--- src/rtl/sram_port_master.sv ---
// sram_port_master
// Host-side initiator for one OpenRAM single-port RW macro port. Requests arrive on a
// valid/ready stream and are turned into registered csb0/web0/addr0/din0 activity.
// Read data comes back two cycles after acceptance. It is captured into a small
// first-word fall-through FIFO so the host may stall responses without losing data.
// Credits are counted across the FIFO and the two-stage read pipeline, which means
// a returning read always has a FIFO slot waiting for it.

module sram_port_master #(
   parameter int DATA_WIDTH = 8,
   parameter int ADDR_WIDTH = 8,
   parameter int RSP_DEPTH  = 4
) (
   input  logic                  clk0,
   input  logic                  rst0,
   input  logic                  req_valid,
   output logic                  req_ready,
   input  logic                  req_we,
   input  logic [ADDR_WIDTH-1:0] req_addr,
   input  logic [DATA_WIDTH-1:0] req_wdata,
   output logic                  rsp_valid,
   input  logic                  rsp_ready,
   output logic [DATA_WIDTH-1:0] rsp_rdata,
   output logic                  csb0,
   output logic                  web0,
   output logic [ADDR_WIDTH-1:0] addr0,
   output logic [DATA_WIDTH-1:0] din0,
   input  logic [DATA_WIDTH-1:0] dout0
);

   // Pointer, occupancy and credit-sum widths. The credit sum can reach
   // RSP_DEPTH + 2 transiently in the arithmetic, so it gets one bit more than the count.
   localparam int PTR_W = $clog2(RSP_DEPTH);
   localparam int CNT_W = PTR_W + 1;
   localparam int SUM_W = PTR_W + 2;

   // SRAM pin registers
   logic                  csb_q, csb_d;
   logic                  web_q, web_d;
   logic [ADDR_WIDTH-1:0] addr_q, addr_d;
   logic [DATA_WIDTH-1:0] din_q, din_d;

   // Read tag pipeline: one bit per cycle of SRAM latency
   logic                  rd_s1_q, rd_s1_d;
   logic                  rd_s2_q, rd_s2_d;

   // Response FIFO storage and bookkeeping
   logic [DATA_WIDTH-1:0] fifo_mem_q [RSP_DEPTH];
   logic [DATA_WIDTH-1:0] fifo_mem_d [RSP_DEPTH];
   logic [PTR_W-1:0]      wr_ptr_q, wr_ptr_d;
   logic [PTR_W-1:0]      rd_ptr_q, rd_ptr_d;
   logic [CNT_W-1:0]      count_q, count_d;

   // Handshake events for the current cycle
   logic [SUM_W-1:0]      credits_used;
   logic                  accept;
   logic                  push;
   logic                  pop;

   // Handshakes. A slot is spoken for as soon as a read is accepted, so reads still
   // in the SRAM pipeline count against the FIFO depth alongside the stored entries.
   // Writes consume the same credit check so req_ready never depends on req_we.
   // The FIFO is first-word fall-through: the head entry is always on rsp_rdata.
   always_comb begin
      credits_used = SUM_W'(count_q) + SUM_W'(rd_s1_q) + SUM_W'(rd_s2_q);
      req_ready    = !rst0 && (credits_used < SUM_W'(RSP_DEPTH));
      accept       = req_valid && req_ready;
      push         = rd_s2_q;
      rsp_valid    = (count_q != '0);
      pop          = rsp_valid && rsp_ready;
      rsp_rdata    = fifo_mem_q[rd_ptr_q];
   end

   // SRAM pin next-state. An accepted request drives the macro for exactly one cycle.
   // Otherwise the chip is deselected. Address and write data hold their last values,
   // which keeps the pins quiet, and din0 only changes on a write.
   always_comb begin
      csb_d  = !accept;
      web_d  = !(accept && req_we);
      addr_d = accept ? req_addr : addr_q;
      din_d  = (accept && req_we) ? req_wdata : din_q;
   end

   // Read tag pipeline. The macro captures the read one edge after acceptance and
   // drives dout0 during that cycle. The tag reaches rd_s2 just as dout0 is valid,
   // so dout0 is sampled at the edge two cycles after acceptance.
   always_comb begin
      rd_s1_d = accept && !req_we;
      rd_s2_d = rd_s1_q;
   end

   // Response FIFO next-state. Pointers wrap naturally because the depth is a power
   // of two. A simultaneous push and pop leaves the count alone, even when full.
   always_comb begin
      for (int i = 0; i < RSP_DEPTH; i++) begin
         fifo_mem_d[i] = fifo_mem_q[i];
      end
      wr_ptr_d = wr_ptr_q;
      rd_ptr_d = rd_ptr_q;
      count_d  = count_q;
      if (push) begin
         fifo_mem_d[wr_ptr_q] = dout0;
         wr_ptr_d             = wr_ptr_q + PTR_W'(1);
      end
      if (pop) begin
         rd_ptr_d = rd_ptr_q + PTR_W'(1);
      end
      case ({push, pop})
         2'b10:   count_d = count_q + CNT_W'(1);
         2'b01:   count_d = count_q - CNT_W'(1);
         default: count_d = count_q;
      endcase
   end

   // State registers. Reset deselects the SRAM and drops any reads still in flight
   // so they never reach the FIFO. It also empties the FIFO and clears its storage,
   // so the head word reads as zero.
   always_ff @(posedge clk0) begin
      if (rst0) begin
         csb_q    <= 1'b1;
         web_q    <= 1'b1;
         addr_q   <= '0;
         din_q    <= '0;
         rd_s1_q  <= 1'b0;
         rd_s2_q  <= 1'b0;
         wr_ptr_q <= '0;
         rd_ptr_q <= '0;
         count_q  <= '0;
         for (int i = 0; i < RSP_DEPTH; i++) begin
            fifo_mem_q[i] <= '0;
         end
      end else begin
         csb_q    <= csb_d;
         web_q    <= web_d;
         addr_q   <= addr_d;
         din_q    <= din_d;
         rd_s1_q  <= rd_s1_d;
         rd_s2_q  <= rd_s2_d;
         wr_ptr_q <= wr_ptr_d;
         rd_ptr_q <= rd_ptr_d;
         count_q  <= count_d;
         for (int i = 0; i < RSP_DEPTH; i++) begin
            fifo_mem_q[i] <= fifo_mem_d[i];
         end
      end
   end

   assign csb0  = csb_q;
   assign web0  = web_q;
   assign addr0 = addr_q;
   assign din0  = din_q;

endmodule

--- config.mk ---
export PLATFORM = sky130hd
export DESIGN_NAME = sram_port_master
export DESIGN_NICKNAME = d
export VERILOG_FILES = /design/src/rtl/sram_port_master.sv
export SDC_FILE = /design/constraint.sdc
export NUM_CORES = 1
export LEC_CHECK = 0
export ABC_AREA = 0
export CAP_MARGIN = 20
export CORE_MARGIN = 10
export CORE_UTILIZATION = 65
export CTS_BUF_LIST = sky130_fd_sc_hd__clkbuf_4 sky130_fd_sc_hd__clkbuf_8
export CTS_CLUSTER_SIZE = 12
export DETAILED_ROUTE_END_ITERATION = 10
export DONT_BUFFER_PORTS = 1
export PLACE_DENSITY = 0.78
export SKIP_LAST_GASP = 1
export SLEW_MARGIN = 20
export SYNTH_ARGS = -nofsm -noshare
export SYNTH_HDL_FRONTEND = slang
export SYNTH_SLANG_ARGS = --single-unit
--- constraint.sdc ---
create_clock -name clk0 -period 2.5 [get_ports clk0]
set_input_delay 0.25 -clock clk0 [delete_from_list [all_inputs] [get_ports clk0]]
set_output_delay 0.25 -clock clk0 [all_outputs]
set_load 0.03 [all_outputs]
Word level (Yosys, flattened, before mapping)

Memories as Yosys holds them, arrays and structs flattened. A register that Yosys moved wholly into a read port is not among the register bits.
Cells that the tools add are included.
W data, S select, Z words.

RAM bits: 32
Register bits after elaboration: 27
Bits of input ports: 29
Output and inout bits: 28
Memories kept: 1
Latch bits: 0
Bits in read-only memories: 0

Memories:

| memory     | depth | bits a word | read ports | clocked after Yosys merged registers in | wr ports | RTL line | source |
|---|---|---|---|---|---|---|---|
| fifo_mem_q | 4     | 8           | 5          | 1                                       | 4        | 48       | `logic [DATA_WIDTH-1:0] fifo_mem_q [RSP_DEPTH];` |

$mul: 0
Muxes and demuxes: 14
Reductions and logical operators: 12
Order comparisons: 3
Eq/ne operators: 2
Divide/modulo/power cells: 0
Bitwise operators: 5
Add/subtract/negate cells: 6
Shifts and indexed selects: 0

Operators by type and width:

| cell                  | number |
|---|---|
| $mux W8               | 5 |
| $bwmux W32            | 1 |
| $mux W32              | 1 |
| $demux W8 S2          | 1 |
| $logic_and A1 B1 Y1   | 6 |
| $pmux W3 S2           | 1 |
| $add A2 B1 Y2 const B | 2 |
| $add A3 B1 Y4         | 1 |
| $add A4 B1 Y4         | 1 |
| $logic_not A1 Y1      | 4 |
| $lt A4 B3 Y1 const B  | 1 |
| $mux W2               | 2 |
| $or A1 B1 Y1          | 4 |
| $add A3 B1 Y3 const B | 1 |
| $ge A3 B3 Y1 const B  | 1 |
| $lt A3 B1 Y1 const B  | 1 |
| $mux W1               | 3 |
| $not A2 Y3            | 1 |
| $reduce_bool A3 Y1    | 1 |
| $sub A3 B1 Y3 const B | 1 |
| $eq A2 B1 Y1 const B  | 1 |
| $eq A2 B2 Y1 const B  | 1 |
| $reduce_bool A2 Y1    | 1 |

Depth between registers and ports, before layout

Gate-level depths: netlist of the first run.

Depth after elaboration: 8
Mapped depth: 9
Mapped depth without buffers: 7

Least setup slack after synthesis of the first run

Ideal clock, no wire load.

Path type: reg2reg
From: reg rd_s2_q, in the netlist push
To: reg count_q[2]
Slack: 478 ps
Stages on the path, launching flop included: 10
Library setup time: 70 ps
Clock period less this slack: 2022 ps
Arrival: 1952 ps
Data required time: 2430 ps
Cell sequence: dfxtp_1 -> clkbuf_1 -> clkbuf_1 -> inv_1 -> ha_1 -> inv_1 -> fa_1 -> xor2_1 -> or3_1 -> a21oi_1

Word-level cells in the longest chain between the ends: 2
Elaborated cells between the ends (all ways): 4
Those cells by class: eq/ne: 2; mux: 1; reduce/logical: 1

Ends and longest elaborated chain:

| item                                                     | RTL line | source |
|---|---|---|
| start, declared                                          | 45       | `logic rd_s2_q, rd_s2_d;` |
| start signal, assigned                                   | 138      | `rd_s2_q <= rd_s2_d;` |
| $eq A2 B1 Y1 / $eq A2 B2 Y1 (equally long branches)      | 108      | `case ({push, pop})` |
| $pmux W3 S2 / $reduce_bool A2 Y1 (equally long branches) | --       |  |
| end signal, assigned                                     | 141      | `count_q <= count_d;` |
| end, declared                                            | 52       | `logic [CNT_W-1:0] count_q, count_d;` |

Several ways; a longest one is shown, not always the timed one.
A chain may end at the register's enable or synchronous reset.

Worst setup path after layout of the first run

From: reg count_q[0]
To: reg addr_q[4], in the netlist addr0[4]

Word-level cells in the longest chain between the ends: 5

Ends and longest elaborated chain:

| item                 | RTL line | source |
|---|---|---|
| $add A3 B1 Y4        | 65       | `credits_used = SUM_W'(count_q) + SUM_W'(rd_s1_q) + SUM_W'(rd_s2_q);` |
| $add A4 B1 Y4        | 65       |  |
| $lt A4 B3 Y1         | 66       | `req_ready = !rst0 && (credits_used < SUM_W'(RSP_DEPTH));` |
| $logic_and A1 B1 Y1  | 66       |  |
| $logic_and A1 B1 Y1  | 67       | `accept = req_valid && req_ready;` |
| end signal, assigned | 135      | `addr_q <= addr_d;` |
| end, declared        | 40       | `logic [ADDR_WIDTH-1:0] addr_q, addr_d;` |

Every way passes these cells.

==> results of run 1 <==
## per-layer routing
metal  wire length (um)  vias to the layer above  part of all wire (%)  global-route usage [%]
met5                  0                        -                     0                       0
met4                134                        0                   2.4                   8.615
met3                478                       16                   8.6                   7.520
met2               2687                       70                    48                   25.70
met1               2288                      828                    41                   18.66
li1                   -                      891                     -                       -
## kinds of logic (layout without fill, tap and decap cells)
logic type / count (synthesis) / count (layout) / synth area share (%)
mux: 25 / 25 / 16.69
buf+inv: 24 / 26 / 4.124
compound gates: 38 / 38 / 7.860
simple gates: 101 / 101 / 18.58
xor+xnor: 5 / 5 / 1.699
flops: 61 / 61 / 47.36
fa+ha+maj: 7 / 7 / 3.687
## path summary, 6_finish.rpt
kind | from | end | slack (ns) | cells after the start
hold reg to reg | fifo_mem_q[0][2] | fifo_mem_q[0][2] | 0.45 | 2
hold / removal | dout0[2] | fifo_mem_q[3][2] | 0.05 | 2
setup reg to reg | count_q[0] | addr0[4] | 0.47 | 4
setup / recovery | count_q[0] | addr0[4] | 0.47 | 4
## cells in the mapped netlist
master and number:
nor2b_1 17, mux4_2 8, nor2_1 10, xnor2_1 2, and3_2 1, o21ai_0 1, inv_1 6, buf_6 2
buf_1 3, o311ai_0 1, mux2_4 16, a21oi_1 34, nand3_1 32, or3b_1 1, a211o_1 1, nand2_1 37
xor2_1 3, ha_1 6, clkbuf_1 12, fa_1 1, mux2i_1 1, o31a_2 1, or3_2 1, buf_2 1
or3_1 2, dfxtp_1 61
## report_power, final
group          internal (mW)  leakage (nW)  switching (mW)  total [mW]
Sequential              1.01         0.496          0.0848        1.10
Combinational         0.0894         0.432          0.0935       0.183
Clock                  0.623         0.120           0.361       0.984
## flip-flops by register name (all words and copies together), names as in the netlist, named ones only
signal	flops
addr0	8
count_q	3
csb0	1
din0	8
fifo_mem_q	32
push	1
rd_ptr_q	2
rd_s1_q	1
web0	1
wr_ptr_q	2
## layout make-up
type / count / area share [%]
Multi-Input combinational cell: 176 / 44.23
Sequential cell: 61 / 43.17
Clock buffer: 12 / 5.617
Clock inverter: 4 / 2.477
Tap cell: 48 / 2.123
Timing Repair Buffer: 4 / 1.592
Inverter: 6 / 0.7961
## timing repair
action / 4_1_cts / 5_1_grt
gates resized for setup: 0 / 0
buffers inserted: 0 / 0
hold buffers: 2 / 0
hold endpoints to repair: 43 / 0
## metrics by stage
stage	total power, mW	utilization, %	hold slack, ns	instances
after floorplan	1.266	-	0.3224	261
after global placement	1.282	68.65	0.3251	293
after detailed placement	1.288	68.65	0.3284	293
after CTS	2.281	75.57	0.03347	311
after global routing	2.349	75.57	0.03115	311
final	2.264	75.57	0.04589	311
==> out/qor.csv, run 1 <==
stage;metric;value;unit
floorplanning;coreArea;3744;um2
sta;layout_min_cycle_time;2.031;ns
worst_setup_path;crit_slowest_cell;or3b_1;
worst_setup_path;crit_fanout;10;
synth;seq_area_frac_synth;47.36;%
worst_setup_path;crit_chain;ha_1, and3_2, or3b_1, mux2_4;
global_routing;grt_start_max_net_pins;42;
routing;final_antenna_net_count;0;
sta;tightestPinTransition;0.5603;ns
cells_and_area;final_common_cell;dfxtp_1;
cells_and_area;seq_area;1221;um2
sta;finalWorstSetupSlack;0.4685;ns
sta;fin_tns_setup;0;ns
routing;dr.pass1.iters;4;
clocking;clockBufferDepth;2;
worst_setup_path;cp-end-kind;flop;
worst_setup_path;path_buf_inv;0;
routing;drcViolationCount;0;
routing;wirelength;5589;um
cells_and_area;drive_gt1_share;17.49;%
floorplanning;die_area;6887;um2
cells_and_area;multi_input_area;1251;um2
clocking;numCtsBuffers;9;
cells_and_area;n_antenna_cell;0;
sta;drv_slew;0;
synth;synth_top_area_share;47.36;%
floorplanning;die_h;82.99;um
sta;fin_crit_sh;81.26;%
floorplanning;die_x;82.99;um
clocking;clock_latency;0.34;ns
synth;ys_types;26;
run;drv_cap;0;
place;port_buffers;0;
sta;relSlewSlack;62.59;%
global_routing;grt_overflow;0;
cells_and_area;syn2layout_area_growth;9.704;%
pwr;peakVddDrop;0.7312;mV
status;outcome;finished, final reports clean;
global_routing;grt_pass1_vias;1860;
cells_and_area;layout_common_cells;dfxtp_1 (61), nand2_1 (37), a21oi_1 (34), nand3_1 (32), nor2b_1 (17);
place;dpl_worst_slack;0.4810;ns
sta;final.setup_skew;0.007035;ns
min_path;hp-class;input pin to flop;
synth;yosys-top-cells-area;dfxtp_1 (47%), mux2_4 (9.3%), mux4_2 (7.0%);
worst_setup_path;critical_path.top_delay_family;simple AND/OR/NAND/NOR gates;
worst_setup_path;cp.required;2.72;ns
synth;synth.avg_cell_area;9.880;um2
synth;syn_inst;261;
routing;drtIter0Drc;210;
sta;finalSetupViolations;0;
routing;avgRoutedWirePerCell;17.97;um
worst_setup_path;cp.arrival;2.26;ns
pwr;power_density;800.4;nW/um2
sta;hold_viol;0;
synth;yosys_warnings;0;
cells_and_area;fillers;258;
clocking;htree_levels;3;
cells_and_area;fin_nets;294;
pwr;p_leak;1.047;nW
sta;max_freq;0.4923;GHz
synth;yosys.area.top_type;dfxtp_1;
global_routing;antenna_found_initial;0;
synth;synth_area;2579;um2
place;dpl_cell_area;2570;um2
clocking;clock_sinks;61;
synth;syn_nets;297;
clocking;root_buffer;clkbuf_8;
synth;ys_seq_elements;61;
worst_setup_path;worstSetupPathType;flop to flop;
clocking;tritoncts;done;
clocking;clk_pin_slew_worst_paths;0.07;ns
floorplanning;placementRows;22;
sta;rsz0062_at_grt;no;
global_routing;grt_usage;16.59;%
worst_setup_path;start_kind;flop;
worst_setup_path;max_stage_delay;0.63;ns
routing;viasPerCell;5.804;
routing;via_count;1805;
floorplanning;pin_count;57;
floorplanning;initial_core_util;68.88;%
cells_and_area;post-route-cell-area;2829;um2
place;hpwl;3696;um
place;place.gp.congestion;0.7367;
global_routing;grt_pass1_wl;9349;um
(Power assumes the default switching activity.)
==> inputs of run 2 (changes only) <==
Settings changed: CORE_UTILIZATION 65 to 59, PLACE_DENSITY 0.78 to 0.75.
Clock period 2.5 ns to 1.73 ns, I/O delays scaled along.
==> run 2 against run 1 <==
  * The run now ends with setup timing left
  * Critical path depth increased by 1
  * Global-route usage increased by 1.1 points
  * Sequential cell count unchanged
  * Sequential power increased by 43%
  * Power increased by 49%
==> out/qor.csv, run 2 (synthesized netlist as in run 1, its figures left out) <==
stage;metric;value;unit;change
floorplanning;pin_count;57;;unchanged
worst_setup_path;reg2reg_slack;-0.04;ns;was 0.47 ns
clocking;clock_sinks;61;;unchanged
status;outcome;finished with violations;;was finished, final reports clean
worst_setup_path;cp.required;1.95;ns;was 2.72 ns
pwr;total_power;3.372;mW;was 2.264 mW
worst_setup_path;cp-end-kind;flop;;unchanged
place;dpl_worst_slack;-0.04269;ns;was 0.4810 ns
place;hpwl;3830;um;was 3696 um
floorplanning;initial_core_util;62.66;%;was 68.88%
place;dp_cells;310;;was 293
global_routing;grt_usage;17.64;%;was 16.59%
floorplanning;placementRows;23;;was 22
sta;holdWs;0.09740;ns;was 0.04589 ns
worst_setup_path;crit_fanout;5;;was 10
cells_and_area;top_register;fifo_mem_q;;unchanged
global_routing;use_met3;8.515;%;was 7.520%
worst_setup_path;timing.rr.start;push;;was count_q[0]
cells_and_area;post-route-cell-area;3264;um2;was 2829 um2
worst_setup_path;start_kind;flop;;unchanged
clocking;numCtsBuffers;9;;unchanged
routing;avgRoutedWirePerCell;18.00;um;was 17.97 um
clocking;root_buffer;clkbuf_8;;unchanged
floorplanning;coreArea;4115;um2;was 3744 um2
worst_setup_path;cp.arrival;1.98;ns;was 2.26 ns
global_routing;grt_start_max_net_pins;42;;unchanged
clocking;clk_pin_slew_worst_paths;0.06;ns;was 0.07 ns
global_routing;grt_use_met1;17.82;%;was 18.66%
global_routing;grt_overflow;0;;unchanged
floorplanning;die_area;7415;um2;was 6887 um2
cells_and_area;seq_area;1225;um2;was 1221 um2
place;dpl_cell_area;2705;um2;was 2570 um2
worst_setup_path;cp.depth;5;;was 4
worst_setup_path;critical_path.top_delay_family;simple AND/OR/NAND/NOR gates;;unchanged
routing;dr.pass1.iters;4;;unchanged
run;drv_cap;0;;unchanged
cells_and_area;syn2layout_area_growth;26.59;%;was 9.704%
sta;layout_min_cycle_time;1.767;ns;was 2.031 ns
worst_setup_path;crit_slowest_cell;or3b_4;;was or3b_1
worst_setup_path;max_stage_delay;0.43;ns;was 0.63 ns
pwr;p_leak;1.245;nW;was 1.047 nW
cells_and_area;final_common_cell;dfxtp_1;;unchanged
global_routing;grt_pass1_wl;10420;um;was 9349 um
clocking;tritoncts;done;;unchanged
sta;final.setup_skew;0.007412;ns;was 0.007035 ns
clocking;clock_latency;0.33;ns;was 0.34 ns
floorplanning;die_x;86.11;um;was 82.99 um
worst_setup_path;crit_chain;ha_2, a211o_1, or3b_4, buf_6, mux2_4;;was ha_1, and3_2, or3b_1, mux2_4
cells_and_area;fin_cells;354;;was 311
worst_setup_path;reg2reg_depth;5;;was 4
worst_setup_path;r2r_end;addr0[6];;was addr0[4]
place;port_buffers;0;;unchanged
global_routing;busiest_layer;met2;;unchanged
routing;via_count;1996;;was 1805
cells_and_area;drive_gt1_share;24.67;%;was 17.49%
clocking;htree_levels;3;;unchanged
sta;finalWorstSetupSlack;-0.03673;ns;was 0.4685 ns
worst_setup_path;worstSetupPathType;flop to flop;;unchanged
sta;relSlewSlack;70.06;%;was 62.59%
sta;max_freq;0.5660;GHz;was 0.4923 GHz
global_routing;use_met2;29.95;%;was 25.70%
cells_and_area;fin_nets;336;;was 294
routing;drcViolationCount;0;;unchanged
cells_and_area;n_antenna_cell;0;;unchanged
worst_setup_path;critPathLaunch;push;;was count_q[0]
global_routing;antenna_found_initial;0;;unchanged
routing;final_antenna_net_count;0;;unchanged
clocking;clockBufferDepth;2;;unchanged
place;place.gp.congestion;0.7909;;was 0.7367
routing;wirelength;6372;um;was 5589 um
sta;fin_crit_sh;102.1;%;was 81.26%
cells_and_area;fillers;276;;was 258
global_routing;grt_pass1_vias;2092;;was 1860
status;violations;setup timing;;
floorplanning;die_h;86.11;um;was 82.99 um
cells_and_area;largest_reg_flops;32;;unchanged
cells_and_area;utilization;79.33;%;was 75.57%
cells_and_area;multi_input_area;1294;um2;was 1251 um2
sta;fin_tns_setup;-0.2640;ns;was 0 ns
min_path;hp-class;input pin to flop;;unchanged
sta;rsz0062_at_grt;yes;;was no
routing;drtIter0Drc;182;;was 210
worst_setup_path;path_buf_inv;1;;was 0
worst_setup_path;crit_end;addr0[6];;was addr0[4]
sta;drv_slew;0;;unchanged
pwr;peakVddDrop;0.6129;mV;was 0.7312 mV
routing;viasPerCell;5.638;;was 5.804
cells_and_area;layout_common_cells;dfxtp_1 (58), nand2_1 (37), a21oi_1 (33), nand3_1 (32), dlygate4sd3_1 (25);;was dfxtp_1 (61), nand2_1 (37), a21oi_1 (34), nand3_1 (32), nor2b_1 (17)
sta;tightestPinTransition;0.4435;ns;was 0.5603 ns
sta;hold_viol;0;;unchanged
sta;finalSetupViolations;9;;was 0
pwr;power_density;1033;nW/um2;was 800.4 nW/um2
run 2: area by class of cell:
cell class                 instances  area share, %
clock buffer                      10          4.216
timing repair buffer              46          13.57
inverter                           6         0.8432
tap                               50          1.916
clock inverter                     5          2.300
multi-input combinational        176          39.63
sequential                        61          37.52
run 2: timing repair:
action | in CTS | in global routing
buffers inserted | 0 | 1
setup endpoints to repair | 18 | 24
resized for setup | 9 | 9
hold endpoints to repair | 59 | 0
hold buffers | 26 | 0
cloned | 1 | 1
pin swaps | 4 | 8
run 2: worst min-delay path by stage:
| stage | to | startpoint | cells after the start | slack (ns) |
|---|---|---|---|---|
| finish | addr0[3] | rst0 | 2 | 0.1 |
| global route | addr0[3] | rst0 | 2 | 0.10 |
| CTS | din0[1] | rst0 | 2 | 0.08 |
| detailed placement | push | rst0 | 1 | 0.25 |
| global placement | push | rst0 | 1 | 0.25 |
| floorplan | rd_s1_q | req_we | 1 | 0.25 |
run 2: where the power goes:
part           internal, mW  total, mW  leakage, nW  switching [mW]
clock                 0.834       1.36        0.112           0.528
sequential             1.46       1.57        0.497           0.108
combinational         0.237      0.437        0.636           0.200
total                  2.54       3.37         1.24           0.836
run 2: worst register-to-register path: stages (launching register included):
cell and delay, ns:
dfxtp_2 0.32, ha_2 0.17, a211o_1 0.29, or3b_4 0.43, buf_6 0.15, mux2_4 0.29
run 2: per-layer routing:
layer | up-vias | share of wire, %
met2 | 74 | 51
li1 | 967 | -
met3 | 9 | 11
met1 | 946 | 37
met4 | 0 | 1.4
met5 | - | 0
==> inputs of run 3 (changes only) <==
Settings changed: HOLD_SLACK_MARGIN from default to 0.06.
==> results of run 3 <==
Final layout, timing and power as in run 2 (identical DEF).
